==> config.mk <==
export PLATFORM = sky130hd
export DESIGN_NAME = biss_frame_decoder
export DESIGN_NICKNAME = d
export VERILOG_FILES = /design/src/rtl/biss_frame_decoder.sv
export SDC_FILE = /design/constraint.sdc
export NUM_CORES = 1
export LEC_CHECK = 0
export CAP_MARGIN = 20
export CORE_UTILIZATION = 55
export DETAILED_ROUTE_END_ITERATION = 8
export HOLD_SLACK_MARGIN = 0.05
export PLACE_DENSITY = 0.84
export SLEW_MARGIN = 20
export SYNTH_ARGS = -nofsm -noshare
export SYNTH_HDL_FRONTEND = slang
export SYNTH_SLANG_ARGS = --single-unit
==> constraint.sdc <==
create_clock -name clk_i -period 14.5 [get_ports clk_i]
set_clock_uncertainty 0.2 [all_clocks]
set_input_delay 2.175 -clock clk_i [delete_from_list [all_inputs] [get_ports clk_i]]
set_output_delay 2.175 -clock clk_i [all_outputs]
set_load 0.02 [all_outputs]
==> src/rtl/biss_frame_decoder.sv <==
// Passive BiSS-C frame monitor: decodes position, nE/nW and CRC6 from SCK/SLO,
// checks the CRC and reports framing errors and SCK stalls.
module biss_frame_decoder #(
    parameter int unsigned MAX_BITS     = 64,
    parameter logic [5:0]  CRC_POLY     = 6'h03,
    parameter int unsigned STALL_CYCLES = 2500,
    parameter int unsigned SYNC_STAGES  = 2
) (
    input  logic                clk_i,
    input  logic                reset_i,
    input  logic                ssi_sck_i,
    input  logic                ssi_dat_i,
    input  logic [7:0]          BITS,
    output logic                result_valid,
    output logic [MAX_BITS-1:0] data_result,
    output logic [1:0]          nEnW_data,
    output logic [5:0]          CRC_data,
    output logic                crc_err,
    output logic                frame_err,
    output logic                busy
);

    localparam int unsigned CNT_W = $clog2(MAX_BITS + 1);
    localparam int unsigned WD_W  = $clog2(STALL_CYCLES + 1);

    typedef enum logic [2:0] {
        S_IDLE, S_ARM, S_ACK, S_CDS, S_DATA, S_NENW, S_CRC, S_DONE
    } state_t;

    state_t              state, state_n;
    logic [SYNC_STAGES-1:0] sck_sync, dat_sync;
    logic                sck_prev;
    logic                sck_s, dat_s, sck_rise, sck_fall;

    logic [CNT_W-1:0]    cnt, cnt_n;
    logic [CNT_W-1:0]    bits_q, bits_n, bits_clamp;
    logic [WD_W-1:0]     wd, wd_n;
    logic [5:0]          crc, crc_n, crc_step;
    logic [5:0]          crc_rx, crc_rx_n;
    logic [1:0]          nenw, nenw_n;
    logic [MAX_BITS-1:0] shreg, shreg_n;
    logic                in_frame, stall, frame_err_n, busy_n;

    assign sck_s    = sck_sync[SYNC_STAGES-1];
    assign dat_s    = dat_sync[SYNC_STAGES-1];
    assign sck_rise = sck_s & ~sck_prev;
    assign sck_fall = ~sck_s & sck_prev;

    // Synchronisers preset to the idle-high line level so reset release makes no edge
    always_ff @(posedge clk_i or posedge reset_i) begin
        if (reset_i) begin
            sck_sync <= '1;
            dat_sync <= '1;
            sck_prev <= 1'b1;
        end else begin
            sck_sync <= {sck_sync[SYNC_STAGES-2:0], ssi_sck_i};
            dat_sync <= {dat_sync[SYNC_STAGES-2:0], ssi_dat_i};
            sck_prev <= sck_s;
        end
    end

    always_ff @(posedge clk_i or posedge reset_i) begin
        if (reset_i) state <= S_IDLE;
        else         state <= state_n;
    end

    always_comb begin
        state_n     = state;
        cnt_n       = cnt;
        bits_n      = bits_q;
        crc_n       = crc;
        crc_rx_n    = crc_rx;
        nenw_n      = nenw;
        shreg_n     = shreg;
        wd_n        = '0;
        frame_err_n = 1'b0;
        crc_step    = {crc[4:0], 1'b0} ^ ((crc[5] ^ dat_s) ? CRC_POLY : 6'h00);

        if (BITS == 8'd0)                 bits_clamp = CNT_W'(1);
        else if (32'(BITS) > MAX_BITS)    bits_clamp = CNT_W'(MAX_BITS);
        else                              bits_clamp = CNT_W'(BITS);

        // Watchdog runs from ACK through CRC and restarts on every SCK rise
        in_frame = (state inside {S_ACK, S_CDS, S_DATA, S_NENW, S_CRC});
        if (in_frame && !sck_rise) wd_n = wd + WD_W'(1);
        stall = in_frame && !sck_rise && (wd == WD_W'(STALL_CYCLES - 1));

        case (state)
            S_IDLE: if (sck_s && dat_s) state_n = S_ARM;
            S_ARM: begin
                if (sck_fall) begin
                    state_n = S_ACK;
                    bits_n  = bits_clamp;
                end
            end
            S_ACK: if (sck_rise && dat_s) state_n = S_CDS;
            S_CDS: begin
                if (sck_rise) begin
                    if (dat_s) begin
                        frame_err_n = 1'b1;
                        state_n     = S_IDLE;
                    end else begin
                        state_n = S_DATA;
                        crc_n   = '0;
                        cnt_n   = '0;
                        shreg_n = '0;
                    end
                end
            end
            S_DATA: begin
                if (sck_rise) begin
                    shreg_n = {shreg[MAX_BITS-2:0], dat_s};
                    crc_n   = crc_step;
                    if (cnt == bits_q - CNT_W'(1)) begin
                        state_n = S_NENW;
                        cnt_n   = '0;
                    end else begin
                        cnt_n = cnt + CNT_W'(1);
                    end
                end
            end
            S_NENW: begin
                if (sck_rise) begin
                    nenw_n = {nenw[0], dat_s};
                    crc_n  = crc_step;
                    if (cnt == CNT_W'(1)) begin
                        state_n = S_CRC;
                        cnt_n   = '0;
                    end else begin
                        cnt_n = cnt + CNT_W'(1);
                    end
                end
            end
            S_CRC: begin
                if (sck_rise) begin
                    crc_rx_n = {crc_rx[4:0], dat_s};
                    if (cnt == CNT_W'(5)) begin
                        state_n = S_DONE;
                        cnt_n   = '0;
                    end else begin
                        cnt_n = cnt + CNT_W'(1);
                    end
                end
            end
            S_DONE:  state_n = S_IDLE;
            default: state_n = S_IDLE;
        endcase

        if (stall) begin
            state_n     = S_IDLE;
            frame_err_n = 1'b1;
        end

        busy_n = (state_n inside {S_ACK, S_CDS, S_DATA, S_NENW, S_CRC, S_DONE});
    end

    always_ff @(posedge clk_i or posedge reset_i) begin
        if (reset_i) begin
            cnt          <= '0;
            bits_q       <= '0;
            wd           <= '0;
            crc          <= '0;
            crc_rx       <= '0;
            nenw         <= '0;
            shreg        <= '0;
            result_valid <= 1'b0;
            data_result  <= '0;
            nEnW_data    <= '0;
            CRC_data     <= '0;
            crc_err      <= 1'b0;
            frame_err    <= 1'b0;
            busy         <= 1'b0;
        end else begin
            cnt          <= cnt_n;
            bits_q       <= bits_n;
            wd           <= wd_n;
            crc          <= crc_n;
            crc_rx       <= crc_rx_n;
            nenw         <= nenw_n;
            shreg        <= shreg_n;
            result_valid <= (state == S_DONE);
            frame_err    <= frame_err_n;
            busy         <= busy_n;
            if (state == S_DONE) begin
                data_result <= shreg;
                nEnW_data   <= nenw;
                CRC_data    <= crc_rx;
                crc_err     <= (crc_rx != ~crc);
            end
        end
    end

endmodule

==> summary.txt <==
Hold crit path type: reg -> reg
Die W: 122 um
Critical-path maximum fanout: 113
CTS tree: built
Post-Syn Area: 7880 um^2
Worst setup EP type: async pin
R2R setup slack: 11480 ps
TritonRoute pass-1 iters: 5
Synthesis-to-layout area growth: 20.7%
Util after Layout: 0.683
Port-buffer cells: 87
Final ANT Viol Nets: 0
Slew Viols, Final: 0
Placed cells: 947
Synthesis-stage register bit count: 188
Ranking of synthesized cells by area: dfrtp_1, mux2_2, nand2_1
Status: finished, final reports clean
Filler cell count: 977
Syn_area_per_cell: 11.0 um^2
Rows: 43
DR iter-0 viols: 498
Top-area cell type share of the netlist area: 0.581
Worst stage delay on the critical path: 840 ps
M3 GR Usage: 0.0492
Worst R2R Start: sck_sync[1]
Max-cap viol count: 0
Final Hold Viols: 0
# diodes: 0
Largest net degree at the start of global routing: 114
Clk Latency, worst-skew pair: 430 ps
Most frequent cell after synthesis: dfrtp_1
FF-to-FF path depth: 6
Die Area: 14800 um^2
DR vias/cell: 5.62
Post-CTS Resized: 0
Layout cells sized above 1: 0.165
Worst vdd ir: 0.0938 mV
Syn Nets: 735
Min Clock Period, post-route: 3940 ps
Post-CTS Setup Inserts: 0
Fmax achieved: 253 MHz
Clk buf depth: 2
Hold path startpoint: sck_sync[0]
Clock transition at path regs: 60 ps
Crit. Startpoint: reset_i
# setup viols final: 0
First-pass GRT wire length: 26400 um
Total Routing Usage GR: 0.230
Initial Util: 0.566
Delay-heaviest family, CP: buffers and inverters
Final Wtd Congestion: 0.889
Initial antenna violation count: 0
CP Buf/Inv Count: 3
DRC: 0
Leak: 4.72 nW
Slowest CP cell: buf_4
Setup tns final: 0 ps
Critical path, cell by cell: clkdlybuf4s50_1, inv_8, buf_4
Design Power: 0.00126 W
HPWL after DPL: 9890 um
Reg-to-reg endpoint: state[0]
Grt met2 use: 0.380
Vias in the first global route: 5480
CTS Buf Count: 17
Worst slew pin tran: 978 ps
Required time worst endpoint: 14740 ps
Final #Nets: 806
Setup WS pre-CTS: 9870 ps
Final Non-Filler Cells: 980
Critical path start-end classification: in -> async
Period utilization: 0.272
H-tree levels: 4
Main synth FF type: dfrtp_1
Synth warn: 0
Most used routing layer: met2
WP data arrival: 4180 ps
Hold buffers post-CTS: 0
Routed vias: 5511
WL final: 15600 um
Root Driver: clkbuf_16
Cells after Synth: 716
Fraction of registers with async set/reset: 1.00
Gr ovfl total: 0
I/O pin count: 88
Detailed-route wire length per cell: 16.0 um
Synth area leader: dfrtp_1
Final worst setup slack: 10560 ps
Top cells by count, synth: dfrtp_1, nand2_1, mux2_2
Type of origin of the critical path: input pin
Hold path endpoint: sck_sync[1]
Number of flops mapped to enable cells by yosys: 0
Worst rel slew slack: 0.341
Worst Hold Depth: 0
CTS sink cnt: 188
Register area share after synthesis: 0.598
RSZ-0062 raised after global routing: false
GR Util met1: 0.296
Core area: 13900 um^2
Die H: 122 um
Netlist cell types: 52
Power Density: 133 nW/um^2
## how the worst max path moves through the flow
stage	slack (ps)	cells after the start	end
2_1_floorplan	7020	1	CRC_data[0]
3_3_place_gp	9950	3	shreg[55]
5_1_grt	10250	3	nenw[1]
3_5_place_dp	9870	3	shreg[56]
6_report	10560	3	data_result[29]
4_1_cts	10340	3	nenw[1]
## stage by stage
step | hold slack [ps] | instance area [um^2]
after global routing | 158 | 9510
after floorplan | 145 | 7880
after detailed placement | 147 | 8890
after global placement | 147 | 8890
after CTS | 156 | 9490
final | 155 | 9510
## worst reg2reg max path: stages (launching register included)
cell     delay (ps)
dfstp_2         580
nor2b_4         600
buf_4           590
a21o_1          410
nor2_1          210
a21o_1          210
a21oi_1         140
## layer usage
| layer | up-vias | routed length [um] |
|---|---|---|
| met4 | 0 | 264 |
| met3 | 24 | 592 |
| li1 | 2567 | - |
| met5 | - | 0 |
| met2 | 137 | 7910 |
| met1 | 2783 | 6870 |
## sequential cells by signal, summed over array words and instances (netlist names)
name          flops
sck_prev          1
dat_sync          2
crc_err           1
result_valid      1
data_result      64
nenw              2
crc               6
crc_rx            6
cnt               7
frame_err         1
bits_q            7
wd               12
sck_sync          2
shreg            64
nEnW_data         2
state             3
CRC_data          6
busy              1
## kinds of logic (layout without fill, tap and decap cells)
logic type,Yosys count,count (layout),share of synthesized area
xor gates and xnor gates,26,26,0.0306
muxes,83,83,0.118
DFF,188,188,0.598
buffers and inverters,54,138,0.0275
adders and majority gates,7,7,0.0111
and+or+nand+nor,299,299,0.165
AOI/OAI and AO/OA,59,59,0.0497
## cells in the final DEF (no fill, tap or decap), types with 2 or more instances in the layout
cell type,instances
o41ai_1,2
nand2_1,160
dfstp_2,5
nor2b_1,2
ha_1,7
clkbuf_16,17
o21ai_0,16
a21oi_1,11
buf_4,4
clkdlybuf4s50_1,87
o21ai_1,4
nor4_1,2
a22o_1,5
xnor2_1,9
a21o_1,4
nand4_1,2
mux2_2,81
a31oi_1,2
clkinvlp_4,2
clkbuf_1,2
nand2b_1,2
inv_1,12
and3_1,5
clkbuf_8,3
nor2_1,33
inv_6,2
nand3_1,77
clkinv_4,2
xor2_1,16
dfrtp_1,183
bufinv_16,2
mux2i_1,2
nor3_1,5
## where the power goes
part           switching, W  total [W]  internal [W]
Combinational      0.000124   0.000203     0.0000790
Clock              0.000197   0.000467      0.000270
Sequential        0.0000404   0.000592      0.000551
Total              0.000361    0.00126      0.000901
## area by class of cell
class | count | area [um^2] | area share
timing repair buffer | 92 | 921 | 0.0968
inverter | 14 | 60.1 | 0.00631
sequential | 188 | 4710 | 0.495
tap | 180 | 225 | 0.0237
clock buffer | 22 | 474 | 0.0498
multi-input combinational | 474 | 2990 | 0.314
clock inverter | 10 | 131 | 0.0138
(Power assumes the default switching activity.)
